`config.mk`:
```
export PLATFORM = sky130hd
export DESIGN_NAME = tqvp_uart_rx_fifo_flat
export DESIGN_NICKNAME = d
export VERILOG_FILES = /design/src/rtl/tqvp_uart_pkg.sv /design/src/rtl/tqvp_uart_rx_fifo_if.sv /design/src/rtl/tqvp_uart_fifo_mem.sv /design/src/rtl/tqvp_uart_rx_fifo.sv /design/src/flat_wrapper.sv
export SDC_FILE = /design/constraint.sdc
export NUM_CORES = 1
export LEC_CHECK = 0
export BUFFER_PORTS_ARGS = -buffer_cell sky130_fd_sc_hd__buf_2
export CAP_MARGIN = 10
export CORE_ASPECT_RATIO = 1.25
export CORE_UTILIZATION = 58
export DETAILED_ROUTE_END_ITERATION = 16
export GPL_ROUTABILITY_DRIVEN = 0
export PLACE_DENSITY = 0.85
export SLEW_MARGIN = 30
export SYNTH_ARGS = -nofsm -noshare
export SYNTH_HDL_FRONTEND = slang
export SYNTH_SLANG_ARGS = --single-unit
```
`constraint.sdc`:
```
create_clock -name clk -period 5.4 [get_ports clk]
set_input_delay 0.54 -clock clk [delete_from_list [all_inputs] [get_ports clk]]
set_output_delay 0.54 -clock clk [all_outputs]
set_load 0.1 [all_outputs]
```
`src/rtl/tqvp_uart_pkg.sv`:
```
// tqvp_uart_pkg: constants shared by the tinyQV UART receiver and its receive FIFO
package tqvp_uart_pkg;
  localparam int UART_PAYLOAD_BITS = 8;
  localparam int UART_RX_FIFO_DEPTH_LOG2 = 2;
  localparam int UART_HS_VALID_W = 1;
  localparam int UART_HS_READ_W = 1;
  function automatic int fifo_depth(input int depth_log2);
    return 1 << depth_log2;
  endfunction
endpackage

```
`src/rtl/tqvp_uart_rx_fifo_if.sv`:
```
// tqvp_uart_rx_fifo_if: receiver handshake plus register-side pop/status bundle of the RX FIFO
interface tqvp_uart_rx_fifo_if import tqvp_uart_pkg::*; #(
  parameter int PAYLOAD_BITS = UART_PAYLOAD_BITS,
  parameter int DEPTH_LOG2 = UART_RX_FIFO_DEPTH_LOG2
);
  logic [UART_HS_VALID_W-1:0] uart_rx_valid;
  logic [PAYLOAD_BITS-1:0] uart_rx_data;
  logic [UART_HS_READ_W-1:0] uart_rx_read;
  logic rd_en;
  logic rd_valid;
  logic [PAYLOAD_BITS-1:0] rd_data;
  logic [DEPTH_LOG2:0] level;
  logic almost_full;
  logic overrun;
  logic overrun_clear;
  modport master (
    output uart_rx_valid, uart_rx_data, rd_en, overrun_clear,
    input uart_rx_read, rd_valid, rd_data, level, almost_full, overrun
  );
  modport slave (
    input uart_rx_valid, uart_rx_data, rd_en, overrun_clear,
    output uart_rx_read, rd_valid, rd_data, level, almost_full, overrun
  );
endinterface

```
`src/rtl/tqvp_uart_fifo_mem.sv`:
```
// tqvp_uart_fifo_mem: register array, one synchronous write port, one asynchronous read port
module tqvp_uart_fifo_mem #(
  parameter int W = 8,
  parameter int AW = 2
)(
  input logic clk,
  input logic we,
  input logic [AW-1:0] waddr,
  input logic [W-1:0] wdata,
  input logic [AW-1:0] raddr,
  output logic [W-1:0] rdata
);
  logic [W-1:0] mem [1<<AW];
  always_ff @(posedge clk)
    if (we) mem[waddr] <= wdata;
  assign rdata = mem[raddr];
endmodule

```
`src/rtl/tqvp_uart_rx_fifo.sv`:
```
// tqvp_uart_rx_fifo: FWFT receive FIFO with almost-full for RTS; TQVP_UART_RX_FIFO_OVERRUN_EN adds drop-on-full overrun
module tqvp_uart_rx_fifo import tqvp_uart_pkg::*; #(
  parameter int PAYLOAD_BITS = UART_PAYLOAD_BITS,
  parameter int DEPTH_LOG2 = UART_RX_FIFO_DEPTH_LOG2,
  parameter int AFULL_LEVEL = fifo_depth(DEPTH_LOG2) - 1
)(
  input logic clk,
  input logic reset,
  tqvp_uart_rx_fifo_if.slave bus
);
  localparam int DEPTH = fifo_depth(DEPTH_LOG2);
  localparam logic [DEPTH_LOG2:0] FULL = DEPTH[DEPTH_LOG2:0];
  localparam logic [DEPTH_LOG2:0] AFULL = AFULL_LEVEL[DEPTH_LOG2:0];
`ifdef TQVP_UART_RX_FIFO_OVERRUN_EN
  localparam bit OVR_MODE = 1'b1;
`else
  localparam bit OVR_MODE = 1'b0;
`endif
  logic [DEPTH_LOG2-1:0] wr_ptr, rd_ptr;
  logic [DEPTH_LOG2:0] count;
  logic [PAYLOAD_BITS-1:0] head;
  logic full, pop, push, full_drop;
  assign full = count == FULL;
  assign pop = bus.rd_en && bus.rd_valid;
  assign full_drop = full && !pop;
  assign bus.uart_rx_read = !reset && bus.uart_rx_valid && (!full || pop || OVR_MODE);
  assign push = bus.uart_rx_read && !full_drop;
  always_ff @(posedge clk or posedge reset)
    if (reset) begin
      wr_ptr <= '0;
      rd_ptr <= '0;
      count <= '0;
    end else begin
      if (push) wr_ptr <= wr_ptr + 1'b1;
      if (pop) rd_ptr <= rd_ptr + 1'b1;
      count <= push && !pop ? count + 1'b1 : pop && !push ? count - 1'b1 : count;
    end
  tqvp_uart_fifo_mem #(.W(PAYLOAD_BITS), .AW(DEPTH_LOG2)) u_mem (
    .clk(clk),
    .we(push),
    .waddr(wr_ptr),
    .wdata(bus.uart_rx_data),
    .raddr(rd_ptr),
    .rdata(head)
  );
  assign bus.rd_valid = count != '0;
  assign bus.rd_data = bus.rd_valid ? head : '0;
  assign bus.level = count;
  assign bus.almost_full = count >= AFULL;
`ifdef TQVP_UART_RX_FIFO_OVERRUN_EN
  logic overrun_q;
  // a dropped byte outranks a clear landing in the same cycle
  always_ff @(posedge clk or posedge reset)
    if (reset) overrun_q <= 1'b0;
    else if (bus.uart_rx_read && full_drop) overrun_q <= 1'b1;
    else if (bus.overrun_clear) overrun_q <= 1'b0;
  assign bus.overrun = overrun_q;
`else
  assign bus.overrun = 1'b0;
`endif
endmodule

```
`src/flat_wrapper.sv`:
```
// flat-port wrapper written by rule: the top's interface ports become plain ports
module tqvp_uart_rx_fifo_flat import tqvp_uart_pkg::*;
#(
  parameter int PAYLOAD_BITS = UART_PAYLOAD_BITS,
  parameter int DEPTH_LOG2 = UART_RX_FIFO_DEPTH_LOG2,
  parameter int AFULL_LEVEL = fifo_depth(DEPTH_LOG2) - 1
)
  (clk, reset, bus_uart_rx_valid, bus_uart_rx_data, bus_rd_en, bus_overrun_clear, bus_uart_rx_read, bus_rd_valid, bus_rd_data, bus_level, bus_almost_full, bus_overrun);
  tqvp_uart_rx_fifo_if #(.PAYLOAD_BITS(PAYLOAD_BITS), .DEPTH_LOG2(DEPTH_LOG2)) bus_i ();
  input logic clk;
  input logic reset;
  input wire logic [$bits(bus_i.uart_rx_valid)-1:0] bus_uart_rx_valid;
  input wire logic [$bits(bus_i.uart_rx_data)-1:0] bus_uart_rx_data;
  input wire logic [$bits(bus_i.rd_en)-1:0] bus_rd_en;
  input wire logic [$bits(bus_i.overrun_clear)-1:0] bus_overrun_clear;
  output wire logic [$bits(bus_i.uart_rx_read)-1:0] bus_uart_rx_read;
  output wire logic [$bits(bus_i.rd_valid)-1:0] bus_rd_valid;
  output wire logic [$bits(bus_i.rd_data)-1:0] bus_rd_data;
  output wire logic [$bits(bus_i.level)-1:0] bus_level;
  output wire logic [$bits(bus_i.almost_full)-1:0] bus_almost_full;
  output wire logic [$bits(bus_i.overrun)-1:0] bus_overrun;
  assign bus_i.uart_rx_valid = bus_uart_rx_valid;
  assign bus_i.uart_rx_data = bus_uart_rx_data;
  assign bus_i.rd_en = bus_rd_en;
  assign bus_i.overrun_clear = bus_overrun_clear;
  assign bus_uart_rx_read = bus_i.uart_rx_read;
  assign bus_rd_valid = bus_i.rd_valid;
  assign bus_rd_data = bus_i.rd_data;
  assign bus_level = bus_i.level;
  assign bus_almost_full = bus_i.almost_full;
  assign bus_overrun = bus_i.overrun;
  tqvp_uart_rx_fifo #(.PAYLOAD_BITS(PAYLOAD_BITS), .DEPTH_LOG2(DEPTH_LOG2), .AFULL_LEVEL(AFULL_LEVEL)) u_core (.clk(clk), .reset(reset), .bus(bus_i));
endmodule
```
== Word-level counts from Yosys, hierarchy flattened ==
Memory sizes are Yosys's and may differ from the RTL's.
Cells that the tools add are included.

* Output and inout port bits: 15
* Bits in registers: 7
* Word-level logic and storage cells: 30
* Input port bits: 13
* Memories kept: 1
* Bits in writable memories: 32

{| class="wikitable"
|+ Memory list
! memory !! words !! width !! read ports !! clocked after Yosys merged registers in !! write ports !! line !! text
|-
| u_core.u_mem.mem || 4 || 8 || 1 || 0 || 1 || tqvp_uart_fifo_mem.sv:13 || <nowiki>logic [W-1:0] mem [1<<AW];</nowiki>
|}

* Order comparisons: 1
* Equal/unequal tests: 1
* Multiplexer cells: 5
* Reductions and logical operators: 15
* Add/sub/neg operators: 4

{| class="wikitable"
|+ Operator list
! cell !! number
|-
| $mux 8 || 1
|-
| $logic_and 1x1->1 || 7
|-
| $mux 3 || 2
|-
| $logic_not 1->1 || 5
|-
| $add 2x1->2 const B || 2
|-
| $add 3x1->3 const B || 1
|-
| $eq 3x3->1 const B || 1
|-
| $ge 3x2->1 const B || 1
|-
| $reduce_bool 3->1 || 1
|-
| $sub 3x1->3 const B || 1
|-
| $mux 1 || 2
|-
| $reduce_bool 2->1 || 1
|-
| $logic_or 1x1->1 || 1
|}

== Depth between registers and ports, before layout ==
* Word-level depth: 10
* Mapped depth: 9
* Mapped depth without buffers: 8

== Modules after synthesis ==
Synthesis repeated with hierarchy kept, for this count alone.

* Cells, all modules: 85
* Area, all modules: 1,626.6 µm²

{| class="wikitable"
|+ Modules (own cells, without submodules)
! module !! cells each !! instances !! area each (µm²) !! sequential area each (µm²)
|-
| tqvp_uart_fifo_mem || 46 || 1 || 1,188.6 || 960.9
|-
| tqvp_uart_rx_fifo || 39 || 1 || 437.9 || 175.2
|}

== Worst setup path before layout ==
OpenSTA, ideal clock, no wires.

* Path kind: register to output
* Start: register u_core.count[0], in the netlist u_core.bus.level[0]
* End: output bus_rd_data[0]
* Path buffers: 1
* Arrival: 3.119 ns
* Slack: 1.741 ns
* Stages on the path, launching flop included: 4
* Data required time: 4.860 ns
* Path through: dfrtp_1 -> or3_2 -> clkbuf_1 -> and2_1

* Longest elaborated chain between the ends: 2

{| class="wikitable"
|+ RTL lines
! what !! line !! text
|-
| start, declared || tqvp_uart_rx_fifo.sv:20 || <nowiki>logic [DEPTH_LOG2:0] count;</nowiki>
|-
| start signal, assigned || tqvp_uart_rx_fifo.sv:36 || <nowiki>count <= push && !pop ? count + 1'b1 : pop && !push ? count - 1'b1 : count;</nowiki>
|-
| $reduce_bool 3->1 || tqvp_uart_rx_fifo.sv:46 || <nowiki>assign bus.rd_valid = count != '0;</nowiki>
|-
| named net bus_rd_valid || flat_wrapper.sv:17 || <nowiki>output wire logic [$bits(bus_i.rd_valid)-1:0] bus_rd_valid;</nowiki>
|-
| $mux 8 || tqvp_uart_rx_fifo.sv:47 || <nowiki>assign bus.rd_data = bus.rd_valid ? head : '0;</nowiki>
|-
| end, declared || flat_wrapper.sv:18 || <nowiki>output wire logic [$bits(bus_i.rd_data)-1:0] bus_rd_data;</nowiki>
|}

The timed path passes the listed nets, and every way through them passes these cells.

== Worst setup path in the final report ==
* Start: register u_core.rd_ptr[0]
* End: output bus_rd_data[3]

* Longest elaborated chain between the ends: 2

{| class="wikitable"
|+ RTL lines
! what !! line !! text
|-
| start, declared || tqvp_uart_rx_fifo.sv:19 || <nowiki>logic [DEPTH_LOG2-1:0] wr_ptr, rd_ptr;</nowiki>
|-
| start signal, assigned || tqvp_uart_rx_fifo.sv:35 || <nowiki>if (pop) rd_ptr <= rd_ptr + 1'b1;</nowiki>
|-
| $mem_v2 4x8 || -- ||
|-
| $mux 8 || tqvp_uart_rx_fifo.sv:47 ||
|}

Every way passes these cells.

==> qor.txt <==
Syn-to-layout area delta -> 12.4%
Total Negative Setup Slacks -> 0 ns
First-pass GRT wire length -> 4.03 mm
CP arrival -> 2.11 ns
Die width -> 49.7 um
Max Slew Vio Count -> 0
TritonRoute pass-1 iters -> 2
CP max FO -> 10
IO Pins -> 28
Type of the worst min-delay path -> in2async
CTS buffer count -> 5
RSZ-0062 raised after global routing -> false
CP max-delay cell -> dfrtp_1
Maximum clock frequency -> 0.377 GHz
Rel. slew slack -> 62.7%
Synth Net Count -> 109
Final Skew -> 0.00665 ns
Crit Path Category -> reg2out
Hpwl dp -> 1.89 mm
Via/cell ratio -> 5.41
Reg2reg start -> u_core.bus.level[0]$_DFFE_PP0P_
Run status -> complete, no violations
Post-synthesis cell count -> 90
Largest area contributor in the netlist -> edfxtp_1
Mean routed wirelength per cell -> 17.1 um
GR Util All Layers -> 20.2%
Seq/Total Area, Yosys -> 68.7%
R2R Setup Slk -> 2.95 ns
Initial core utilization -> 61.7%
Avg Cell Area, Syn -> 18.4 sq um
Final ANT Viol Nets -> 0
Register bit total from synthesis -> 39
Vias in the first global route -> 849
Finish-stage setup viols -> 0
Layout cells sized above 1 -> 40.7%
Grt ovf -> 0
CP Launch Type -> flop
Port bufs -> 25
Crit path to -> bus_rd_data[3]
# hold bufs at CTS -> 0
Cell Area, Synth -> 1650 sq um
RR Endpoint -> u_core.bus.level[1]$_DFFE_PP0P_
Fillers -> 198
Antenna violations before repair -> 0
DRT iter0 DRCs -> 13
Core area -> 2680 sq um
Cell Rows -> 21
Longest Clk Path Bufs -> 2
Cell Chain, Critical Path -> mux4_2, and2_1, buf_2
CTS tree -> built
Max incr delay on CP -> 0.71 ns
Synth area leaders -> edfxtp_1 (58%), mux4_2 (11%), dfrtp_1 (11%), ha_1 (3.8%), and2_1 (3.0%)
# Post-CTS Setup Buffers -> 0
Die height -> 61.7 um
Slew @ Worst Pin -> 0.560 ns
Final hold vios -> 0
Area share of the largest cell type after synthesis -> 58.1%
Period minus WS final -> 2.65 ns
Clock sink count -> 39
Nets@finish -> 136
Largest net degree at the start of global routing -> 12
# Max-Cap Violations -> 0
DIE AREA -> 3070 sq um
Post-route clock period utilization -> 49.1%
Via Count -> 822
# H-tree levels -> 2
R2R depth -> 6
Synth warn -> 0
Critical Path RT -> 4.86 ns
Crit path from -> u_core.rd_ptr[0]$_DFFE_PP0P_
Register area -> 1140 sq um
Multi-input gate area -> 470 sq um
Clk slew on worst S/H paths -> 0.11 ns
CTS resizes -> 0
DRC Markers -> 0
Type of destination of the critical path -> output port
Clock root cell -> clkbuf_4
WL final -> 2.60 mm
Antenna Cells -> 0
Synth cell types -> 24
Clk Latency, worst-skew pair -> 0.34 ns
## how the worst min path moves through the flow
stage | depth (start not counted) | endpoint | slack [ns] | from
2_1_floorplan | 1 | u_core.bus.level[0]$_DFFE_PP0P_ | 0.35 | reset
3_3_place_gp | 2 | u_core.rd_ptr[0]$_DFFE_PP0P_ | 0.48 | reset
3_5_place_dp | 2 | u_core.rd_ptr[0]$_DFFE_PP0P_ | 0.50 | reset
4_1_cts | 2 | u_core.bus.level[0]$_DFFE_PP0P_ | 0.11 | reset
5_1_grt | 2 | u_core.bus.level[0]$_DFFE_PP0P_ | 0.13 | reset
6_report | 2 | u_core.bus.level[0]$_DFFE_PP0P_ | 0.11 | reset
## cell usage in the layout, fill, tap and decap left out, drive strengths merged, types with 2 or more instances in the layout
cell and n:
xnor2 4, ha 5, mux4 8, buf 25
edfxtp 32, mux2 2, xor2 2, dfrtp 7
clkbuf 8, inv 4, and2 12
## layout make-up
class | instances | share of cell area, %
clock buffers | 8 | 3.70
flip-flops and latches | 39 | 61.1
multi-input cells | 42 | 25.3
repair buffers | 25 | 6.73
inverters | 4 | 0.808
well taps | 34 | 2.29
## cell families after synthesis
group	Yosys count	synth area share, %
compound gates	1	0.530
buf+inv	9	2.80
fa+ha+maj	6	5.00
other cells	1	0.227
simple gates	18	7.04
mux	10	12.5
flops	39	68.7
xor+xnor	6	3.18
## layer usage
metal	GRT usage (%)	up-vias	wire [um]
met3	6.17	8	110
met2	34.2	22	1400
met5	0	-	0
li1	-	383	-
met1	21.8	409	1020
met4	14.7	0	79
## cells in the mapped netlist, drive strengths merged
cell / count
and2: 12
xor2: 2
ha: 5
fa: 1
buf: 3
a21o: 1
dfrtp: 7
nor2: 1
clkbuf: 2
and3: 1
inv: 4
nand3: 1
edfxtp: 32
conb: 1
or3: 1
xnor2: 4
or4b: 1
mux4: 8
mux2: 2
nand2: 1
## sequential cells by signal (all words and copies together) (netlist names)
name	count
u_core.wr_ptr	2
u_core.bus.level	3
u_core.rd_ptr	2
u_core.u_mem.mem	32
## critical path: cells and delay by family, from the launching register on
kind / cells / cell delay, ns
and+or+nand+nor: 1 / 0.17
muxes: 1 / 0.60
DFF: 1 / 0.71
buffers and inverters: 1 / 0.28
## metrics by stage
stage                     utilization, %  cell area, sq um  setup WS, ns  instances  hold WS, ns
after floorplan                        -              1650          1.74         90        0.348
after global placement              66.8              1790          2.88        144        0.480
after detailed placement            66.8              1790          2.80        144        0.495
after CTS                           69.3              1860          2.69        152        0.109
after global routing                69.3              1860          2.63        152        0.125
final                               69.3              1860          2.75        152        0.113
Power is not shown: default switching activity piles up to over one toggle a cycle in this logic, so the estimate is an artifact.
